File: config.mk
export PLATFORM = sky130hd
export DESIGN_NAME = nn_layer_sequencer
export DESIGN_NICKNAME = d
export VERILOG_FILES = /design/src/rtl/nn_seq_pkg.sv /design/src/rtl/phase_watchdog.sv /design/src/rtl/nn_layer_sequencer.sv
export SDC_FILE = /design/constraint.sdc
export NUM_CORES = 1
export LEC_CHECK = 0
export BUFFER_PORTS_ARGS = -buffer_cell sky130_fd_sc_hd__buf_4
export CORE_ASPECT_RATIO = 2
export CORE_MARGIN = 4
export CORE_UTILIZATION = 57
export CTS_CLUSTER_SIZE = 20
export DETAILED_ROUTE_END_ITERATION = 10
export GPL_TIMING_DRIVEN = 0
export MAX_ROUTING_LAYER = met4
export PLACE_DENSITY_LB_ADDON = 0.08
export SETUP_SLACK_MARGIN = 0.05
export SLEW_MARGIN = 20
export SYNTH_ARGS = -nofsm -noshare
export SYNTH_HDL_FRONTEND = slang
export SYNTH_SLANG_ARGS = --single-unit
File: constraint.sdc
create_clock -name clk -period 3.17 [get_ports clk]
set_input_delay 0.1585 -clock clk [delete_from_list [all_inputs] [get_ports clk]]
set_output_delay 0.1585 -clock clk [all_outputs]
set_load 0.02 [all_outputs]
File: src/rtl/nn_seq_pkg.sv
// nn_seq_pkg: shared types and constants for the layer sequencer
package nn_seq_pkg;
    localparam int STAGE_W = 8;
    typedef enum logic [3:0] {
        IDLE, INIT, W_INIT, LOAD, W_LOAD, PROC, W_PROC, NEXT, WRITE, W_WRITE, DONE, ERR
    } seq_state_t;
    typedef enum logic [1:0] {NONE, NO_LAYERS, TIMEOUT, ABORT} err_code_t;
endpackage

File: src/rtl/phase_watchdog.sv
// phase_watchdog: counts cycles spent in one wait phase and flags the limit
module phase_watchdog #(
    parameter int unsigned TIMEOUT_CYCLES = 65535
) (
    input  logic clk,
    input  logic reset,
    input  logic clear_i,
    input  logic enable_i,
    output logic expired_o
);
    logic [15:0] count_q, count_d;
    // reload on phase entry, count while waiting, saturate rather than wrap
    always_comb count_d = clear_i ? '0 : (enable_i && !(&count_q)) ? count_q + 16'd1 : count_q;
    // count register
    always_ff @(posedge clk or posedge reset)
        if (reset) count_q <= '0;
        else count_q <= count_d;
    // count_q holds completed cycles, so the current cycle is the last allowed one
    assign expired_o = enable_i && count_q >= 16'(TIMEOUT_CYCLES - 1);
endmodule

File: src/rtl/nn_layer_sequencer.sv
// nn_layer_sequencer: host-facing control FSM walking the auxiliary FSM through init, layers and write-back
module nn_layer_sequencer
    import nn_seq_pkg::*;
#(
    parameter int unsigned TIMEOUT_CYCLES = 65535
) (
    input  logic               clk,
    input  logic               reset,
    input  logic               start,
    input  logic               abort,
    input  logic               registers_initialized,
    input  logic               data_loaded,
    input  logic               data_processed,
    input  logic               output_written,
    input  logic [STAGE_W-1:0] totalLayerNumber,
    output logic               begin_initialize_registers,
    output logic               begin_load_data,
    output logic               begin_process_data,
    output logic               begin_write_output,
    output logic [STAGE_W-1:0] stage,
    output logic               busy,
    output logic               done,
    output logic               irq,
    output logic               error,
    output logic [1:0]         error_code,
    output logic [31:0]        cycle_count
);
    seq_state_t         state_q, state_d;
    err_code_t          err_q, err_d;
    logic [STAGE_W-1:0] stage_q, stage_d;
    logic               waiting, busy_st, accept, expired;
    logic               b_init_q, b_load_q, b_proc_q, b_write_q;
    logic               busy_q, done_q, irq_q, error_q;
    logic [31:0]        cycle_count_q;

    assign waiting = state_q inside {W_INIT, W_LOAD, W_PROC, W_WRITE};
    assign busy_st = !(state_q inside {IDLE, DONE, ERR});
    assign accept  = (state_q inside {IDLE, DONE}) && start;

    phase_watchdog #(.TIMEOUT_CYCLES(TIMEOUT_CYCLES)) u_wdog (
        .clk      (clk),
        .reset    (reset),
        .clear_i  (state_q inside {INIT, LOAD, PROC, WRITE}),
        .enable_i (waiting),
        .expired_o(expired)
    );

    // next state: done pulses beat the watchdog, abort beats everything
    always_comb begin
        state_d = state_q;
        err_d   = err_q;
        stage_d = stage_q;
        case (state_q)
            IDLE, DONE: if (start) begin
                state_d = INIT;
                stage_d = '0;
            end
            INIT:    state_d = W_INIT;
            W_INIT:  if (registers_initialized) begin
                if (totalLayerNumber < STAGE_W'(2)) begin
                    state_d = ERR;
                    err_d   = NO_LAYERS;
                end else begin
                    state_d = LOAD;
                    stage_d = STAGE_W'(1);
                end
            end
            LOAD:    state_d = W_LOAD;
            W_LOAD:  if (data_loaded) state_d = PROC;
            PROC:    state_d = W_PROC;
            W_PROC:  if (data_processed) state_d = NEXT;
            NEXT:    if (stage_q == totalLayerNumber - STAGE_W'(1)) state_d = WRITE;
                     else begin
                         state_d = LOAD;
                         stage_d = stage_q + STAGE_W'(1);
                     end
            WRITE:   state_d = W_WRITE;
            W_WRITE: if (output_written) state_d = DONE;
            default: ;
        endcase
        if (waiting && expired && state_d == state_q) begin
            state_d = ERR;
            err_d   = TIMEOUT;
        end
        if (busy_st && abort) begin
            state_d = ERR;
            err_d   = ABORT;
        end
    end

    // state and registered outputs, all derived from the next state
    always_ff @(posedge clk or posedge reset)
        if (reset) begin
            state_q       <= IDLE;
            err_q         <= NONE;
            stage_q       <= '0;
            b_init_q      <= 1'b0;
            b_load_q      <= 1'b0;
            b_proc_q      <= 1'b0;
            b_write_q     <= 1'b0;
            busy_q        <= 1'b0;
            done_q        <= 1'b0;
            irq_q         <= 1'b0;
            error_q       <= 1'b0;
            cycle_count_q <= '0;
        end else begin
            state_q       <= state_d;
            err_q         <= err_d;
            stage_q       <= stage_d;
            b_init_q      <= state_d == INIT;
            b_load_q      <= state_d == LOAD;
            b_proc_q      <= state_d == PROC;
            b_write_q     <= state_d == WRITE;
            busy_q        <= !(state_d inside {IDLE, DONE, ERR});
            done_q        <= state_d == DONE;
            irq_q         <= (state_d inside {DONE, ERR}) && state_d != state_q;
            error_q       <= state_d == ERR;
            cycle_count_q <= accept ? '0 : (busy_q && !(&cycle_count_q)) ? cycle_count_q + 32'd1 : cycle_count_q;
        end

    assign begin_initialize_registers = b_init_q;
    assign begin_load_data            = b_load_q;
    assign begin_process_data         = b_proc_q;
    assign begin_write_output         = b_write_q;
    assign stage                      = stage_q;
    assign busy                       = busy_q;
    assign done                       = done_q;
    assign irq                        = irq_q;
    assign error                      = error_q;
    assign error_code                 = err_q;
    assign cycle_count                = cycle_count_q;
endmodule

==> run_summary.xml, run 1 <==
<?xml version="1.0" encoding="UTF-8"?>
<metrics>
  <group name="power">
    <metric name="p_seq_share" unit="%">33.1</metric>
    <metric name="clock_power_share" unit="%">29.5</metric>
    <metric name="switching_share" unit="%">38.60</metric>
    <metric name="power_leakage" unit="uW">0.002226</metric>
    <metric name="share_comb_of_total_power" unit="%">37.3</metric>
    <metric name="p_int" unit="uW">2279</metric>
    <metric name="peakVddDrop" unit="V">0.0005371</metric>
    <metric name="p_per_area" unit="mW/mm2">737.3</metric>
    <metric name="net_switching" unit="uW">1432</metric>
  </group>
  <group name="global_routing">
    <metric name="grt_first_pass_wirelength" unit="um">17450</metric>
    <metric name="grt_util_all_layers" unit="%">27.16</metric>
    <metric name="pin_count_of_the_biggest_net_entering_global_routing" unit="">54</metric>
    <metric name="via_count_of_the_first_global_routing_pass" unit="">3815</metric>
    <metric name="global_route.overflow_total" unit="">0</metric>
    <metric name="antenna_found_initial" unit="">0</metric>
  </group>
  <group name="final_layout">
    <metric name="final.fill_count" unit="">542</metric>
    <metric name="finish.net_count" unit="">567</metric>
    <metric name="num_antenna_cells" unit="">0</metric>
    <metric name="syn_to_final_growth" unit="%">23.63</metric>
    <metric name="seqCellArea" unit="mm2">0.001752</metric>
    <metric name="finalCoreUtilization" unit="%">72.53</metric>
    <metric name="multi_input_comb_area" unit="mm2">0.002183</metric>
    <metric name="layout-drive-gt1-share" unit="%">18.33</metric>
  </group>
  <group name="clock_tree">
    <metric name="cts.repair.resized" unit="">0</metric>
    <metric name="cts_tree" unit="">yes</metric>
    <metric name="postCtsSetupRepairBufs" unit="">0</metric>
    <metric name="clock_tree.buffer_depth" unit="">2</metric>
    <metric name="clkSlewWorstSetupHoldPaths" unit="ns">0.06</metric>
    <metric name="h-tree-depth" unit="">3</metric>
    <metric name="clock_latency" unit="ns">0.34</metric>
    <metric name="cts_root_buf" unit="">sky130_fd_sc_hd__clkbuf_16</metric>
    <metric name="cts_inserted_buffers" unit="">9</metric>
    <metric name="clock_net_sink_count" unit="">70</metric>
  </group>
  <group name="worst_setup_path">
    <metric name="chain_of_cells_forming_the_critical_path" unit="">clkbuf_1, or4b_1, nor4_2, nor4b_1, a21oi_2, o211a_1, nand3_1, nor4_1</metric>
    <metric name="critPathRequiredTime" unit="ns">3.40</metric>
    <metric name="crit_path_start_kind" unit="">flip-flop</metric>
    <metric name="worst_path_fanout_max" unit="">9</metric>
    <metric name="crit_type" unit="">flip-flop to flip-flop</metric>
    <metric name="critical_path_buf_inv_count" unit="">1</metric>
    <metric name="timing.critical_path.slowest_cell_delay" unit="ns">0.58</metric>
    <metric name="cp_data_arrival_time" unit="ns">3.07</metric>
    <metric name="critical_path.slowest_cell" unit="">sky130_fd_sc_hd__or4b_1</metric>
    <metric name="timing.critical_path.max_delay_family" unit="">simple AND/OR/NAND/NOR gates</metric>
    <metric name="endpoint_kind" unit="">flip-flop</metric>
  </group>
  <group name="floorplanning">
    <metric name="die_width" unit="um">67.76</metric>
    <metric name="floorplan.die_area" unit="mm2">0.008641</metric>
    <metric name="coreArea" unit="mm2">0.006940</metric>
    <metric name="num_rows" unit="">43</metric>
    <metric name="io_pins" unit="">66</metric>
    <metric name="starting_density_of_the_core" unit="%">58.66</metric>
    <metric name="chipHeight" unit="um">127.5</metric>
  </group>
  <group name="logic_synthesis">
    <metric name="post-synth-top-area-fraction" unit="%">43.02</metric>
    <metric name="post_synth_main_area_contributors" unit="">sky130_fd_sc_hd__dfrtp_1 (43%), sky130_fd_sc_hd__nor2_1 (6.5%), sky130_fd_sc_hd__xnor2_1 (6.2%), sky130_fd_sc_hd__xor2_1 (3.9%), sky130_fd_sc_hd__nand2_1 (3.4%)</metric>
    <metric name="synth_seq_area_share" unit="%">43.02</metric>
    <metric name="synth-edff-count" unit="">0</metric>
    <metric name="mappedNetlistArea" unit="mm2">0.004071</metric>
    <metric name="synthCells" unit="">468</metric>
    <metric name="cell_type_contributing_the_most_total_cell_area_after_synthesis" unit="">sky130_fd_sc_hd__dfrtp_1</metric>
    <metric name="ys_seq_elements" unit="">70</metric>
    <metric name="yosysUniqueCellTypes" unit="">54</metric>
    <metric name="postSynthAreaPerCell" unit="um2">8.700</metric>
    <metric name="synth_commonest_cells" unit="">sky130_fd_sc_hd__nor2_1 (71), sky130_fd_sc_hd__dfrtp_1 (70), sky130_fd_sc_hd__nand2_1 (37)</metric>
    <metric name="synth_async_sr_flop_share" unit="%">100.0</metric>
    <metric name="synth_warnings" unit="">0</metric>
    <metric name="postSynth.topFlopCell" unit="">sky130_fd_sc_hd__dfrtp_1</metric>
    <metric name="yosysMostFrequentCell" unit="">sky130_fd_sc_hd__nor2_1</metric>
    <metric name="syn_nets" unit="">489</metric>
  </group>
  <group name="timing">
    <metric name="layout_worst_path_cycle_share" unit="%">89.53</metric>
    <metric name="final-max-slew-violation-count" unit="">0</metric>
    <metric name="fin_setup_tns" unit="ns">0</metric>
    <metric name="worst_slew_pin_slew" unit="ns">0.9425</metric>
    <metric name="setup_viol" unit="">0</metric>
    <metric name="final_period_minus_worst_setup_slack" unit="ns">2.838</metric>
    <metric name="final.setup_skew" unit="ns">0.004014</metric>
    <metric name="grt_setup_unrepaired" unit="">no</metric>
    <metric name="maxSlewHeadroom" unit="%">36.59</metric>
    <metric name="max_clock_freq" unit="MHz">352.3</metric>
    <metric name="finalHoldViolCount" unit="">0</metric>
  </group>
  <group name="route">
    <metric name="via_count" unit="">3772</metric>
    <metric name="post-route-drc-count" unit="">0</metric>
    <metric name="drt-pass1-iter-count" unit="">5</metric>
    <metric name="viasPerCell" unit="">5.885</metric>
    <metric name="drt_wl_total" unit="um">10570</metric>
    <metric name="drt_first_iter_violations" unit="">231</metric>
    <metric name="routedWlPerCell" unit="um">16.49</metric>
    <metric name="ant_nets" unit="">0</metric>
  </group>
  <group name="place">
    <metric name="detailedPlacementHpwl" unit="um">7603</metric>
    <metric name="io_buffer_count" unit="">65</metric>
    <metric name="place.gp.congestion" unit="">0.9586</metric>
  </group>
  <group name="outcome">
    <metric name="outcome" unit="">finished clean</metric>
  </group>
  <group name="worst_hold_path">
    <metric name="min_path_type" unit="">input pin to flip-flop</metric>
  </group>
  <group name="job">
    <metric name="maxCapViolations" unit="">0</metric>
  </group>
</metrics>
## placed cells by master, fill, tap and decap left out, drive strengths merged, types with 3 or more instances in the layout
master	netlist	routed
nand3	22	22
or4	6	6
and2	5	5
a31oi	5	5
dfrtp	70	70
nand4	16	16
nor3	18	18
and3	6	6
a21o	3	3
nor2b	7	7
o211a	3	3
a211oi	3	3
clkinv	0	4
nand2	37	37
inv	19	20
xnor2	29	29
clkbuf	14	23
buf	3	69
nor4	6	6
nor2	71	71
a21oi	17	17
xor2	18	18
or2	8	8
or3	16	16
ha	5	5
o21ai	28	28
## worst reg2reg max path, cell delays in order (launching register included)
cell and delay [ns]:
sky130_fd_sc_hd__dfrtp_1 0.36, sky130_fd_sc_hd__clkbuf_1 0.20, sky130_fd_sc_hd__or4b_1 0.58, sky130_fd_sc_hd__nor4_2 0.50
sky130_fd_sc_hd__nor4b_1 0.20, sky130_fd_sc_hd__a21oi_2 0.31, sky130_fd_sc_hd__o211a_1 0.23, sky130_fd_sc_hd__nand3_1 0.12
sky130_fd_sc_hd__nor4_1 0.23
## per-stage QoR
step | area, um2 | hold slack, ns | setup slack (ns) | std cells | total power (uW)
after floorplan | 4071 | 0.3765 | 0.6514 | 468 | 2140
after global placement | 4672 | 0.5280 | 0.3396 | 623 | 2589
after detailed placement | 4702 | 0.1303 | 0.3957 | 624 | 2614
after CTS | 5034 | 0.2274 | 0.3328 | 641 | 3709
after global routing | 5034 | 0.2584 | 0.1895 | 641 | 3918
final | 5034 | 0.2299 | 0.3318 | 641 | 3711
## layout make-up
type / instances / area share, %
buffer: 17 / 1.293
clock buffer: 9 / 4.474
clock inverter: 7 / 1.914
inverter: 19 / 1.467
multi-input combinational: 362 / 43.38
sequential: 70 / 34.80
tap: 90 / 2.237
timing repair buffer: 67 / 10.44
## registers in the layout (all words and copies together) (netlist names)
register                    cells
begin_write_output              1
done                            1
begin_load_data                 1
u_wdog.count_q                 16
error_code                      2
state_q                         4
cycle_count                    32
irq                             1
stage                           8
error                           1
begin_initialize_registers      1
busy                            1
begin_process_data              1
## timing repair
action	CTS	global route
hold buffers	1	0
setup endpoints to repair	0	0
endpoints found under the hold margin	17	0
## per-layer routing
metal | routed length, um | track usage [%]
met1 | 3916 | 27.20
met2 | 5789 | 47.56
met3 | 423 | 3.870
met4 | 444 | 16.27
met5 | 0 | -
## power groups by stage
stage,registers [uW],clock network (uW),logic [uW]
final,1230,1100,1380
after detailed placement,1240,0,1370
after floorplan,1340,0,800
after CTS,1230,1100,1380
after global placement,1240,0,1350
after global routing,1250,1140,1530
## final timing paths
check,end,slack [ns],cells after the start,startpoint
max in group asynchronous,state_q[2],2.30,4,reset
min in group asynchronous,u_wdog.count_q[13],0.33,3,reset
worst max register to register,begin_process_data,0.33,8,state_q[2]
worst min-delay path,state_q[2],0.23,3,abort
worst min register to register,error_code[0],0.56,2,error_code[0]
worst max-delay path,begin_process_data,0.33,8,state_q[2]
## cells by family after synthesis
logic type / count (synthesis) / share of synthesized area [%]
buffers and inverters: 36 / 3.350
xor gates and xnor gates: 47 / 10.11
AOI/OAI and AO/OA: 77 / 12.20
muxes: 2 / 0.4917
DFF: 70 / 43.02
and+or+nand+nor: 231 / 29.29
adders and majority gates: 5 / 1.537
Power figures use the tool's default switching activity.
==> run 2: changes to the inputs <==
CORE_ASPECT_RATIO = unset   (was 2)
CORE_MARGIN = 8   (was 4)
CORE_UTILIZATION = 45   (was 57)
==> run 2 against run 1 <==
  * Routed wire length decreased by 6.7%
  * Global-route usage down 10 points
  * Setup slack worse by 0.0093 ns
  * First-iteration DRC count increased by 6.5%
  * Utilization shrank 16 points
  * Critical path depth unchanged
  * Register-to-register slack about the same
  * Combinational power about the same
  * Sequential cell count did not move
  * Largest power group unchanged
  * Highest routed layer unchanged
==> run_summary.xml, run 2 (synthesis results as in run 1) <==
<?xml version="1.0" encoding="UTF-8"?>
<metrics>
  <group name="global_routing">
    <metric name="grt_util_all_layers" unit="%">16.82</metric>
    <metric name="pin_count_of_the_biggest_net_entering_global_routing" unit="">51</metric>
    <metric name="global_route.overflow_total" unit="">0</metric>
    <metric name="via_count_of_the_first_global_routing_pass" unit="">3546</metric>
    <metric name="antenna_found_initial" unit="">0</metric>
    <metric name="grt_first_pass_wirelength" unit="um">17080</metric>
  </group>
  <group name="worst_setup_path">
    <metric name="cp_data_arrival_time" unit="ns">3.07</metric>
    <metric name="launching_point_of_the_worst_reg2reg_path" unit="">state_q[2]</metric>
    <metric name="endpoint_kind" unit="">flip-flop</metric>
    <metric name="ff2ff_path_depth" unit="">8</metric>
    <metric name="chain_of_cells_forming_the_critical_path" unit="">clkbuf_1, or4b_1, nor4_2, nor4b_1, a21oi_2, o211a_1, nand3_1, nor4_1</metric>
    <metric name="critical_path_buf_inv_count" unit="">1</metric>
    <metric name="timing.critical_path.slowest_cell_delay" unit="ns">0.58</metric>
    <metric name="crit_type" unit="">flip-flop to flip-flop</metric>
    <metric name="critical_path.slowest_cell" unit="">sky130_fd_sc_hd__or4b_1</metric>
    <metric name="crit_path_start_kind" unit="">flip-flop</metric>
    <metric name="worst_path_fanout_max" unit="">9</metric>
    <metric name="r2r-end" unit="">begin_process_data</metric>
    <metric name="rrSetupSlack" unit="ns">0.32</metric>
    <metric name="critPathRequiredTime" unit="ns">3.39</metric>
    <metric name="timing.critical_path.max_delay_family" unit="">simple AND/OR/NAND/NOR gates</metric>
  </group>
  <group name="floorplanning">
    <metric name="floorplan.die_area" unit="mm2">0.01235</metric>
    <metric name="num_rows" unit="">34</metric>
    <metric name="io_pins" unit="">66</metric>
    <metric name="chipHeight" unit="um">111.1</metric>
    <metric name="die_width" unit="um">111.1</metric>
    <metric name="coreArea" unit="mm2">0.008763</metric>
    <metric name="starting_density_of_the_core" unit="%">46.46</metric>
  </group>
  <group name="route">
    <metric name="ant_nets" unit="">0</metric>
    <metric name="viasPerCell" unit="">5.426</metric>
    <metric name="drt_first_iter_violations" unit="">246</metric>
    <metric name="drt-pass1-iter-count" unit="">5</metric>
    <metric name="via_count" unit="">3576</metric>
    <metric name="routedWlPerCell" unit="um">14.97</metric>
    <metric name="drt_wl_total" unit="um">9865</metric>
    <metric name="post-route-drc-count" unit="">0</metric>
  </group>
  <group name="timing">
    <metric name="final.setup_skew" unit="ns">0.01374</metric>
    <metric name="fin_setup_tns" unit="ns">0</metric>
    <metric name="setup_viol" unit="">0</metric>
    <metric name="finalHoldViolCount" unit="">0</metric>
    <metric name="worst_slew_pin_slew" unit="ns">0.9261</metric>
    <metric name="worst_hold_slack" unit="ns">0.1800</metric>
    <metric name="max_clock_freq" unit="MHz">351.2</metric>
    <metric name="final-max-slew-violation-count" unit="">0</metric>
    <metric name="grt_setup_unrepaired" unit="">no</metric>
    <metric name="maxSlewHeadroom" unit="%">37.69</metric>
    <metric name="final_period_minus_worst_setup_slack" unit="ns">2.848</metric>
    <metric name="layout_worst_path_cycle_share" unit="%">89.83</metric>
  </group>
  <group name="final_layout">
    <metric name="commonest_non_fill_non_tap_cells_in_the_layout" unit="">sky130_fd_sc_hd__nor2_1 (71), sky130_fd_sc_hd__dfrtp_1 (70), sky130_fd_sc_hd__buf_4 (65)</metric>
    <metric name="multi_input_comb_area" unit="mm2">0.002183</metric>
    <metric name="final.fill_count" unit="">821</metric>
    <metric name="mostFrequentLayoutCell" unit="">sky130_fd_sc_hd__nor2_1</metric>
    <metric name="seqCellArea" unit="mm2">0.001752</metric>
    <metric name="syn_to_final_growth" unit="%">21.11</metric>
    <metric name="largest_register_ffs" unit="">32</metric>
    <metric name="finalNonFillerCells" unit="">659</metric>
    <metric name="num_antenna_cells" unit="">0</metric>
    <metric name="finish.net_count" unit="">567</metric>
    <metric name="finalCoreUtilization" unit="%">56.27</metric>
    <metric name="layout-drive-gt1-share" unit="%">18.33</metric>
  </group>
  <group name="clock_tree">
    <metric name="clkSlewWorstSetupHoldPaths" unit="ns">0.08</metric>
    <metric name="cts_root_buf" unit="">sky130_fd_sc_hd__clkbuf_8</metric>
    <metric name="h-tree-depth" unit="">3</metric>
    <metric name="clock_net_sink_count" unit="">70</metric>
    <metric name="cts_inserted_buffers" unit="">9</metric>
    <metric name="postCtsSetupRepairBufs" unit="">0</metric>
    <metric name="cts.repair.resized" unit="">0</metric>
    <metric name="cts_tree" unit="">yes</metric>
    <metric name="clock_latency" unit="ns">0.35</metric>
    <metric name="clock_tree.buffer_depth" unit="">2</metric>
    <metric name="cts_hold_buffers" unit="">1</metric>
  </group>
  <group name="place">
    <metric name="dp.cells" unit="">642</metric>
    <metric name="io_buffer_count" unit="">65</metric>
    <metric name="detailedPlacementHpwl" unit="um">7303</metric>
    <metric name="place.gp.congestion" unit="">0.9054</metric>
  </group>
  <group name="power">
    <metric name="peakVddDrop" unit="V">0.0002780</metric>
    <metric name="p_per_area" unit="mW/mm2">673.1</metric>
    <metric name="power_leakage" unit="uW">0.002162</metric>
  </group>
  <group name="outcome">
    <metric name="outcome" unit="">finished clean</metric>
  </group>
  <group name="job">
    <metric name="maxCapViolations" unit="">0</metric>
  </group>
  <group name="worst_hold_path">
    <metric name="timing.hold.worst_endpoint" unit="">error_code[1]</metric>
    <metric name="hold_path.startpoint" unit="">registers_initialized</metric>
    <metric name="min_path_type" unit="">input pin to flip-flop</metric>
    <metric name="worstHoldPathCells" unit="">3</metric>
  </group>
</metrics>
-- run 2: per-stage QoR --
| step | total power (uW) | worst slack (ns) | area [um2] |
|---|---|---|---|
| after CTS | 3357 | 0.2628 | 4931 |
| after global routing | 3579 | 0.1405 | 4931 |
| after global placement | 2589 | 0.2642 | 4695 |
| after detailed placement | 2614 | 0.2886 | 4725 |
| after floorplan | 2140 | 0.6514 | 4071 |
| final | 3319 | 0.3225 | 4931 |
-- run 2: cell type report --
type	count	area share, %
clock buffers	9	2.512
well taps	108	2.740
multi-input cells	362	44.28
flip-flops and latches	70	35.52
inverters	19	1.497
clock inverters	7	1.472
repair buffers	67	10.66
plain buffers	17	1.319
-- run 2: tightest hold or removal path: stages --
cell and delay, ns:
sky130_fd_sc_hd__buf_4 0.09, sky130_fd_sc_hd__and2_1 0.16, sky130_fd_sc_hd__o21ai_0 0.08
-- run 2: routing by layer --
metal | track usage [%] | up-vias | part of all wire [%]
met5 | - | - | 0
met4 | 6.489 | 0 | 1.3
met3 | 3.247 | 11 | 4.3
met2 | 25.99 | 78 | 48
met1 | 21.30 | 1692 | 47
li1 | - | 1795 | -
-- run 2: how the worst max path moves through the flow --
stage | startpoint | to | slack (ns) | depth (start not counted)
after floorplan | cycle_count[21] | cycle_count[29] | 0.65 | 8
after global placement | state_q[2] | begin_process_data | 0.26 | 8
after detailed placement | state_q[2] | begin_process_data | 0.29 | 8
after CTS | state_q[2] | begin_process_data | 0.26 | 8
after global routing | state_q[2] | begin_process_data | 0.14 | 8
final | state_q[2] | begin_process_data | 0.32 | 8
-- run 2: power by group --
group          switching, uW  internal (uW)  leakage [uW]
logic                    828            538       0.00113
clock network            362            364     0.0000956
registers                180           1050      0.000937
total                   1370           1950       0.00216
